## src/rtl/mem_pkg.sv

```systemverilog
// mem_pkg: shared constants, copy-engine state encoding and address type
//   DEF_ADDR_W / DEF_DATA_W / DEF_LEN_W : default address, data and length widths
//   copy_state_t                         : IDLE, READ, WRITE, DONE
//   addr_t                               : memory address of DEF_ADDR_W bits
package mem_pkg;

    localparam int DEF_ADDR_W = 13;
    localparam int DEF_DATA_W = 8;
    localparam int DEF_LEN_W  = 14;

    typedef enum logic [1:0] {
        IDLE,
        READ,
        WRITE,
        DONE
    } copy_state_t;

    typedef logic [DEF_ADDR_W-1:0] addr_t;

endpackage

```

## src/rtl/mem_copy_ptr.sv

```systemverilog
// mem_copy_ptr: loadable address counter that wraps modulo 2^W
//   clock, reset_n : rising-edge clock, asynchronous active-low reset (clears value)
//   load           : take load_value at the next edge (wins over inc)
//   inc            : advance value by one at the next edge
//   load_value     : address to load
//   value          : current address
module mem_copy_ptr
    import mem_pkg::*;
#(
    parameter int W = DEF_ADDR_W
) (
    input  logic         clock,
    input  logic         reset_n,
    input  logic         load,
    input  logic         inc,
    input  logic [W-1:0] load_value,
    output logic [W-1:0] value
);

    always_ff @(posedge clock or negedge reset_n) begin
        if (!reset_n)
            value <= '0;
        else if (load)
            value <= load_value;
        else if (inc)
            value <= value + 1'b1;
    end

endmodule

```

## src/rtl/mem_copy_master.sv

```systemverilog
// mem_copy_master: byte-wide block-copy engine (one read then one write per byte)
//   clock, reset_n         : rising-edge clock, asynchronous active-low reset
//   start                  : copy request, only honoured in IDLE
//   src_addr, dst_addr,len : copy parameters, latched when start is accepted
//   busy                   : high in READ, WRITE and DONE
//   done                   : one-cycle completion pulse
//   mem_read, mem_write    : memory strobes, never high together
//   mem_address, mem_wdata : memory address and write data (0 when unused)
//   mem_rdata              : combinational read data for the current address
//   checksum               : only with MEM_COPY_CHECKSUM_EN defined; modulo-2^DATA_W
//                            sum of the bytes read in the current transfer
module mem_copy_master
    import mem_pkg::*;
#(
    parameter int ADDR_W = DEF_ADDR_W,
    parameter int DATA_W = DEF_DATA_W,
    parameter int LEN_W  = DEF_LEN_W
) (
    input  logic              clock,
    input  logic              reset_n,
    input  logic              start,
    input  logic [ADDR_W-1:0] src_addr,
    input  logic [ADDR_W-1:0] dst_addr,
    input  logic [LEN_W-1:0]  len,
    output logic              busy,
    output logic              done,
    output logic              mem_read,
    output logic              mem_write,
    output logic [ADDR_W-1:0] mem_address,
    output logic [DATA_W-1:0] mem_wdata,
    input  logic [DATA_W-1:0] mem_rdata
`ifdef MEM_COPY_CHECKSUM_EN
    ,
    output logic [DATA_W-1:0] checksum
`endif
);

    copy_state_t       state, state_next;
    logic [ADDR_W-1:0] src_ptr, dst_ptr;
    logic [LEN_W-1:0]  remaining;
    logic [DATA_W-1:0] hold;
    logic              accept;

    assign accept = (state == IDLE) && start;

    mem_copy_ptr #(.W(ADDR_W)) u_src_ptr (
        .clock      (clock),
        .reset_n    (reset_n),
        .load       (accept),
        .inc        (state == READ),
        .load_value (src_addr),
        .value      (src_ptr)
    );

    mem_copy_ptr #(.W(ADDR_W)) u_dst_ptr (
        .clock      (clock),
        .reset_n    (reset_n),
        .load       (accept),
        .inc        (state == WRITE),
        .load_value (dst_addr),
        .value      (dst_ptr)
    );

    always_ff @(posedge clock or negedge reset_n) begin
        if (!reset_n)
            state <= IDLE;
        else
            state <= state_next;
    end

    // Strobes, address and data are pure decodes of the state register and the
    // registered pointers, so they only change right after a clock edge.
    always_comb begin
        state_next  = state;
        busy        = state != IDLE;
        done        = state == DONE;
        mem_read    = state == READ;
        mem_write   = state == WRITE;
        mem_address = '0;
        mem_wdata   = '0;
        case (state)
            IDLE:    if (start) state_next = (len == '0) ? DONE : READ;
            READ: begin
                mem_address = src_ptr;
                state_next  = WRITE;
            end
            WRITE: begin
                mem_address = dst_ptr;
                mem_wdata   = hold;
                state_next  = (remaining == LEN_W'(1)) ? DONE : READ;
            end
            DONE:    state_next = IDLE;
            default: state_next = IDLE;
        endcase
    end

    always_ff @(posedge clock or negedge reset_n) begin
        if (!reset_n) begin
            remaining <= '0;
            hold      <= '0;
        end else begin
            if (accept)
                remaining <= len;
            else if (state == WRITE)
                remaining <= remaining - 1'b1;
            if (state == READ)
                hold <= mem_rdata;
        end
    end

`ifdef MEM_COPY_CHECKSUM_EN
    always_ff @(posedge clock or negedge reset_n) begin
        if (!reset_n)
            checksum <= '0;
        else if (accept)
            checksum <= '0;
        else if (state == READ)
            checksum <= checksum + mem_rdata;
    end
`endif

endmodule

```

## config.mk

```make
export PLATFORM = sky130hd
export DESIGN_NAME = mem_copy_master
export DESIGN_NICKNAME = d
export VERILOG_FILES = /design/src/rtl/mem_pkg.sv /design/src/rtl/mem_copy_ptr.sv /design/src/rtl/mem_copy_master.sv
export SDC_FILE = /design/constraint.sdc
export NUM_CORES = 1
export LEC_CHECK = 0
export CORE_UTILIZATION = 45
export CTS_BUF_LIST = sky130_fd_sc_hd__clkbuf_8 sky130_fd_sc_hd__clkbuf_16
export CTS_CLUSTER_DIAMETER = 120
export DETAILED_ROUTE_END_ITERATION = 10
export PLACE_DENSITY = 0.89
export SYNTH_ARGS = -nofsm -noshare
export SYNTH_HDL_FRONTEND = slang
export SYNTH_HIERARCHICAL = 1
export SYNTH_SLANG_ARGS = --single-unit
export TNS_END_PERCENT = 1
```

## constraint.sdc

```tcl
create_clock -name clock -period 1.74 [get_ports clock]
set_input_delay 0.261 -clock clock [delete_from_list [all_inputs] [get_ports clock]]
set_output_delay 0.261 -clock clock [all_outputs]
set_load 0.005 [all_outputs]
```

-- Word level (Yosys, flattened, before mapping)
Cells that the tools add are included.
Widths: inputs -> output; s select.
- register bits after elaboration: 50
- output and inout bits: 25
- word-level logic and storage cells: 31
- add/sub/neg operators: 3
- equal/unequal tests: 5
- multiplexer cells: 12
- reductions and logical operators: 6
- operators by type and width (cell ; count):
    $mux 13 ; 4
    $mux 14 ; 2
    $add 13x1->13 const B ; 2
    $pmux 13 s2 ; 1
    $eq 14x1->1 const B ; 1
    $logic_not 14->1 ; 1
    $sub 14x1->14 const B ; 1
    $mux 8 ; 1
    $pmux 2 s4 ; 1
    $mux 2 ; 3
    $reduce_bool 2->1 ; 3
    $eq 2x2->1 const B ; 2
    $eq 2x1->1 const B ; 1
    $logic_not 2->1 ; 1
    $ne 2x2->1 const B ; 1
    $logic_and 1x1->1 ; 1

-- Depth between registers and ports, before layout
Gate-level depths: netlist (run 1).
- depth in word-level cells: 4
- gate-level depth with buffers: 8

-- Modules after synthesis
Netlist (run 1), hierarchy kept.
- modules (own cells, without submodules) (module ; times used ; cells an instance ; area an instance (µm²) ; sequential area each (µm²)):
    mem_copy_master ; 1 ; 165 ; 1540.2 ; 600.6
    mem_copy_ptr ; 2 ; 76 ; 716.9 ; 325.3

-- Worst setup path before layout (run 1)
Ideal clock, no wire load.
- kind: register to register
- start: register state[0]
- end: register remaining[9]
- setup time: 0.077 ns
- data arrival time: 1.889 ns
- data required time: 1.663 ns
- setup slack: -0.226 ns
- cell stages (with the launch flop): 7
- clock period less this slack: 1.966 ns
- cell sequence: dfrtp_1 -> inv_1 -> ha_1 -> or3b_1 -> or4b_4 -> xor2_1 -> o21ai_1
- elaborated cells between the ends (all ways): 5
- RTL lines (element ; line ; source):
    start: declaration ; mem_copy_master.sv:38 ; copy_state_t state, state_next;
    start signal: assignment ; mem_copy_master.sv:68 ; state <= state_next;
    $eq 2x2->1 ; - ;
    named net mem_write ; mem_copy_master.sv:28 ; output logic mem_write,
    $reduce_bool 2->1 (no source line) ; - ;
    end signal: assignment ; mem_copy_master.sv:103 ; remaining <= len;
    end signal: assignment ; mem_copy_master.sv:105 ; remaining <= remaining - 1'b1;
    end: declaration ; mem_copy_master.sv:40 ; logic [LEN_W-1:0] remaining;
The timed path passes the listed nets, and every way through them passes these cells.
A chain may end at the register's enable or synchronous reset.

-- Final worst setup path (run 1)
- start: register state[0]
- end: output mem_address[3]
- word-level cells in the longest chain between the ends: 2
- elaborated cells between the ends (all ways): 3
- RTL lines (element ; line ; source):
    $eq 2x2->1 or $eq 2x1->1 (tied branches) ; mem_copy_master.sv:81 ; case (state)
    $pmux 13 s2 (*) ; mem_copy_master.sv:81 ;
    end: declaration ; mem_copy_master.sv:29 ; output logic [ADDR_W-1:0] mem_address,
Every way passes the cells marked *; elsewhere a longest branch is shown, timed or not.

==> metrics, run 1 <==
async set-reset flop share out of synthesis=1.000; pin count of the biggest net entering global routing=26; Logic pwr share=0.077; Core Area=approximately 6300 um2; Final Cell Area=4300 um2; worst hold path type=in2reg; top-area cell type share of the netlist area=0.4207; Avg Inst Size Synth=about 9.4 um2; synth top area cells=dfrtp_1 (42%), xnor2_1 (7.1%), nand2_1 (6.4%), xor2_1 (3.8%), ha_1 (3.8%); Final min period=between 2 and 2.5 ns; Starting Density=0.4684; Yosys cell types=38; Worst R2R Path Depth=8; clk slew on worst S/H paths=roughly 0.1 ns; synth warn=6; hold depth=3; GRT Total Usage=0.2463; drt wl/cell=between 15 and 20 um; DRC Markers=0; initial antenna violation count=0; Synth Cell Area=about 3000 um2; most common flop cell mapped by yosys=dfrtp_1; met2 Resource Use GR=0.4143; P_sw=between 0.0004 and 0.0005 W; Post-DRT Antenna Nets=0; CTS buffer count=5; Max Buffers Root-to-Sink=2; grt ovf=0; gpl congestion=0.8099; layout cells sized above 1=0.2554; Setup Crit Path Kind=reg2out; GRT busiest layer=met2; post-detailed-placement half-perimeter wirelength=5583 um; Clk Latency, worst-skew pair=around 0.31 ns; clock skew=between 0.009 and 0.01 ns; RR Endpoint=u_src_ptr/value[12]$_DFFE_PN0P_; synthesis-to-finish area growth=44.59%; clk root buf=clkbuf_8; flop2flop setup slack=-0.20 ns; placed inst area=~4000 um2; Power Total=0.002060 W; Die H=83.30 um; Sink Count=50; DRT Pass-1 Iters=4; Port Buf Inserts=75; status=finished, violations left; first-pass GRT wire length=13,620 um; fillcell total=around 470; post-synthesis net count=between 300 and 400; #FFs+latches synth=50; DR iter-0 viols=212; # setup viols final=25; failing checks=setup timing; TritonCTS clock tree=yes; vias in the first global route=approximately 2,800; CP arrival=around 1.7 ns; nets=between 400 and 500; relative slew slack=0.6424; Slew Limit Fails=0; register share of total power=0.570; Max H-tree Level=2; Worst Hold Path EP=u_dst_ptr/value[11]$_DFFE_PN0P_; commonest non-fill, non-tap cell in the layout=nand2_1; Sw Share=0.2231; routed wire length=8502 um; post-synthesis sequential area ratio=0.4207; Post-synth EDFFs=0; Inserted Diodes=0; Die X=~83 um; Worst EP required=approximately 1.5 ns; PwrDens=478.9 nW/um2; Ports=76; met3 Use GR=0.04175; Max VDD drop=approximately 0.32 mV; Leak=approximately 1.6 nW; row count=29; Crit Path Max Fanout=11; worst setup margin=-0.2633 ns; final-report hold violation count=0; most frequent cells in the layout=nand2_1 (51), dfrtp_1 (50), clkdlybuf4s50_1 (49), buf_4 (28); Worst Tran Pin Value=approximately 0.54 ns; hold wc startpoint=dst_addr[11]; FF-to-FF Start=state[1]$_DFFE_PN0P_; GRT met1 Usage=0.3151; Max Cap Viol=0; Via density=around 5.6; top cell type by total area after synthesis=dfrtp_1; die area=6938 um2; FMAX=approximately 0.5 GHz; Startpoint Class=flop; via count=2,773; unrepaired setup endpoints after global routing=yes; Setup crit end kind=primary output; Tcrit/Tclk final=1.151; Int Pwr=approximately 0.0016 W; Clock Power Share=0.353; Post-Synthesis Cells=roughly 320
==> metrics by stage <==
step / TNS [ns] / util / worst slack, ns / std cells / hold WS, ns
after global routing: -5.539 / 0.6772 / -0.3241 / 496 / 0.5036
after global placement: -2.978 / 0.6250 / -0.2106 / 481 / 0.2680
after detailed placement: -4.654 / 0.6250 / -0.2593 / 481 / 0.2719
final: -3.681 / 0.6772 / -0.2633 / 496 / 0.4832
after CTS: -3.018 / 0.6629 / -0.2162 / 496 / 0.4677
after floorplan: -0.3288 / - / -0.1706 / 317 / -0.03459
==> Yosys cell counts, types with 8 or more instances <==
cell type	n
xor2_1	13
o21ai_1	19
nor2b_1	14
mux2_2	10
inv_1	9
and2_1	8
clkbuf_1	9
xnor2_1	24
nor2_1	8
dfrtp_1	50
nand3_1	8
ha_1	9
o21ai_0	21
nand2_1	51
a22oi_1	13
nor3_1	8
==> flip-flops by register name, indices dropped and copies added (netlist names) <==
name,cells
remaining,14
u_dst_ptr/value,13
u_src_ptr/value,13
hold,8
state,2
==> routing by layer <==
metal	up-vias	share of wire
li1	1302	-
met1	1346	0.43
met2	104	0.50
met3	21	0.050
met4	0	0.026
met5	-	0
==> critical path, cell delays in order, from the launching register on <==
cell           delay [ns]
dfrtp_1              0.41
inv_2                0.10
ha_4                 0.17
buf_4                0.20
a22oi_1              0.10
nor2b_1              0.20
dlygate4sd2_1        0.26
==> worst max-delay path by stage <==
stage,startpoint,endpoint,slack (ns),cells past startpoint
after CTS,state[0]$_DFFE_PN0P_,mem_address[7],-0.22,6
final,state[0]$_DFFE_PN0P_,mem_address[3],-0.26,6
after detailed placement,state[0]$_DFFE_PN0P_,mem_address[5],-0.26,6
after floorplan,state[0]$_DFFE_PN0P_,remaining[9]$_DFFE_PN0P_,-0.17,6
after global routing,state[1]$_DFFE_PN0P_,mem_address[2],-0.32,6
after global placement,state[0]$_DFFE_PN0P_,mem_address[5],-0.21,6
==> power by group through the flow <==
stage / combinational (W) / clock (W) / sequential (W)
3_5_place_dp: 0.000156 / 0 / 0.00120
6_report: 0.000159 / 0.000726 / 0.00117
5_1_grt: 0.000173 / 0.000783 / 0.00118
4_1_cts: 0.000159 / 0.000736 / 0.00117
2_1_floorplan: 0.0000104 / 0 / 0.00120
3_3_place_gp: 0.000153 / 0 / 0.00120
==> what timing repair did <==
action | 4_1_cts | 5_1_grt
pin swaps | 2 | 6
setup endpoints to repair | 41 | 48
setup buffers | 6 | 0
hold buffers | 1 | 0
endpoints found under the hold margin | 23 | 0
gates resized for setup | 56 | 40
==> layout make-up <==
cell class                 count  area [um2]  share of cell area
tap                           77       96.34             0.02240
sequential                    50        1251              0.2910
inverter                      10       37.54            0.008729
multi-input combinational    242        1827              0.4248
timing repair buffer         109       993.5              0.2310
clock buffer                   6       82.58             0.01920
clock inverter                 2       12.51            0.002910
==> cells by family after synthesis <==
group                      count (synthesis)  synth area share
muxes                                     12           0.04459
buffers and inverters                     25           0.03534
and+or+nand+nor                          129            0.2474
DFF                                       50            0.4207
xor gates and xnor gates                  37            0.1090
AOI/OAI and AO/OA                         55            0.1052
adders and majority gates                  9           0.03786
No activity file was read; power rests on OpenSTA's default activity.
==> run 2: changes to the inputs <==
GPL_ROUTABILITY_DRIVEN = 0   (was unset)
RECOVER_POWER = 25   (was unset)
==> run 2 against run 1 <==
The flow still finishes with violations (setup timing); clock-buffer cell count is the same; utilization is the same; first-iteration DRC count is the same; sequential power is essentially flat; final area is the same; setup slack is essentially flat; flip-flop and latch count is the same; wire length is essentially flat; via count is the same; final cell count is the same.
==> metrics, run 2 (synthesis gave the netlist of run 1 again) <==
flop2flop setup slack=-0.20 ns; pin count of the biggest net entering global routing=26; synthesis-to-finish area growth=44.59%; Max VDD drop=0.3190 mV; Worst EP required=around 1.5 ns; Top Registers=remaining: 14 flops, u_dst_ptr/value: 13 flops, u_src_ptr/value: 13 flops; routed wire length=8504 um; worst-path cell chain=inv_2 > ha_4 > buf_4 > a22oi_1 > nor2b_1 > dlygate4sd2_1; max reg flops=14; drt wl/cell=17.15 um; worst hold path type=in2reg; relative slew slack=0.6017; PwrDens=around 480 nW/um2; Clk Latency, worst-skew pair=around 0.31 ns; GRT Total Usage=0.2463; Setup crit end kind=primary output; Crit path largest cell delay=0.41 ns; Via density=around 5.6; Port Buf Inserts=75; FF-to-FF Start=state[1]$_DFFE_PN0P_; first-pass GRT wire length=13,620 um; Starting Density=0.4684; Critical Path Slowest Stage Cell=dfrtp_1; Worst R2R Path Depth=8; most frequent cells in the layout=nand2_1 (51), dfrtp_1 (50), clkdlybuf4s50_1 (49), buf_4 (28); Max Cap Viol=0; post-detailed-placement half-perimeter wirelength=about 5600 um; nets=approximately 480; Worst Tran Pin Value=0.5974 ns; clk slew on worst S/H paths=about 0.1 ns; multi-input logic area=1827 um2; Setup TNS=-3.684 ns; Leak=1.648 nW; failing checks=setup timing; RR Endpoint=u_src_ptr/value[12]$_DFFE_PN0P_; CTS buffer count=5; FMAX=~0.5 GHz; DRT Pass-1 Iters=4; Final min period=between 2 and 2.5 ns; # setup viols final=25; final-report hold violation count=0; DR iter-0 viols=roughly 210; unrepaired setup endpoints after global routing=yes; Tcrit/Tclk final=1.151; row count=29; initial antenna violation count=0; TritonCTS clock tree=yes; clk root buf=clkbuf_8; DP Worst Slack=-0.2593 ns; die area=a little under 7000 um2; largest reg by FF count=remaining; Core Area=6350 um2; Startpoint Class=flop; status=finished, violations left; CP arrival=roughly 1.7 ns; layout cells sized above 1=0.2554; Setup Crit Path Kind=reg2out; Power Total=0.002060 W; Sequential cell area=1251 um2; hold wc startpoint=dst_addr[11]; Max H-tree Level=2; Worst Hold Path EP=u_dst_ptr/value[11]$_DFFE_PN0P_; Slew Limit Fails=0; vias in the first global route=around 2,800; Die X=83.30 um; grt ovf=0; DRC Markers=0; commonest non-fill, non-tap cell in the layout=nand2_1; clock skew=0.009413 ns; Ports=76; Die H=around 83 um; fillcell total=around 470; Max Buffers Root-to-Sink=2; Post-DRT Antenna Nets=0; Crit Path Max Fanout=11; worst setup margin=-0.2633 ns; via count=around 2,800; Sink Count=50; Inserted Diodes=0; hold depth=3
-- run 2: cell types whose count changed in the layout (fill, tap and decap cells not counted) --
| cell | delta |
|---|---|
| buf_2 | -1 |
| clkbuf_2 | +1 |
-- run 2: worst max path at each step --
stage	startpoint	endpoint	slack [ns]	depth (start not counted)
after floorplan	state[0]$_DFFE_PN0P_	remaining[9]$_DFFE_PN0P_	-0.17	6
after global placement	state[0]$_DFFE_PN0P_	mem_address[5]	-0.21	6
after detailed placement	state[0]$_DFFE_PN0P_	mem_address[5]	-0.26	6
after CTS	state[0]$_DFFE_PN0P_	mem_address[7]	-0.22	6
after global routing	state[1]$_DFFE_PN0P_	mem_address[2]	-0.32	6
final	state[0]$_DFFE_PN0P_	mem_address[3]	-0.26	6
-- run 2: what timing repair did --
action / in CTS / in global routing
hold endpoints to repair: 23 / 0
gates resized for setup: 56 / 40
hold buffers: 1 / 0
endpoints found under the setup margin: 41 / 48
buffers inserted: 6 / 0
pin swaps: 2 / 6
-- run 2: routing by layer --
| metal | track usage | wire length [um] | vias to the layer above |
|---|---|---|---|
| met5 | 0 | 0 | - |
| met4 | 0.09875 | 222 | 0 |
| met3 | 0.04175 | 426 | 21 |
| met2 | 0.4143 | 4229 | 104 |
| met1 | 0.3151 | 3626 | 1346 |
| li1 | - | - | 1302 |
-- run 2: where the power goes --
group	total [W]	leakage [nW]	switching [W]	internal, W
registers	0.00117	0.553	0.00000395	0.00117
logic	0.000159	1.05	0.0000498	0.000109
clock network	0.000726	0.0472	0.000406	0.000320
total	0.00206	1.65	0.000460	0.00160
-- run 2: per-stage QoR --
stage	hold slack (ns)	instance area, um2	util	instances
3_3_place_gp	0.2680	3969	0.6250	481
4_1_cts	0.4677	4209	0.6629	496
6_report	0.4832	4300	0.6772	496
2_1_floorplan	-0.03459	2980	-	317
5_1_grt	0.5036	4300	0.6772	496
3_5_place_dp	0.2719	3969	0.6250	481
-- run 2: worst max-delay path: cells and delay by family (launching register included) --
| family | cells | cell delay (ns) |
|---|---|---|
| compound gates | 1 | 0.10 |
| simple gates | 1 | 0.20 |
| flops | 1 | 0.41 |
| fa+ha+maj | 1 | 0.17 |
| buf+inv | 3 | 0.56 |
-- run 2: layout make-up --
cell class                      count  share of cell area
Inverter                           10            0.008729
Clock inverter                      2            0.002910
Timing Repair Buffer              109              0.2310
Tap cell                           77             0.02240
Clock buffer                        6             0.01920
Sequential cell                    50              0.2910
Multi-Input combinational cell    242              0.4248
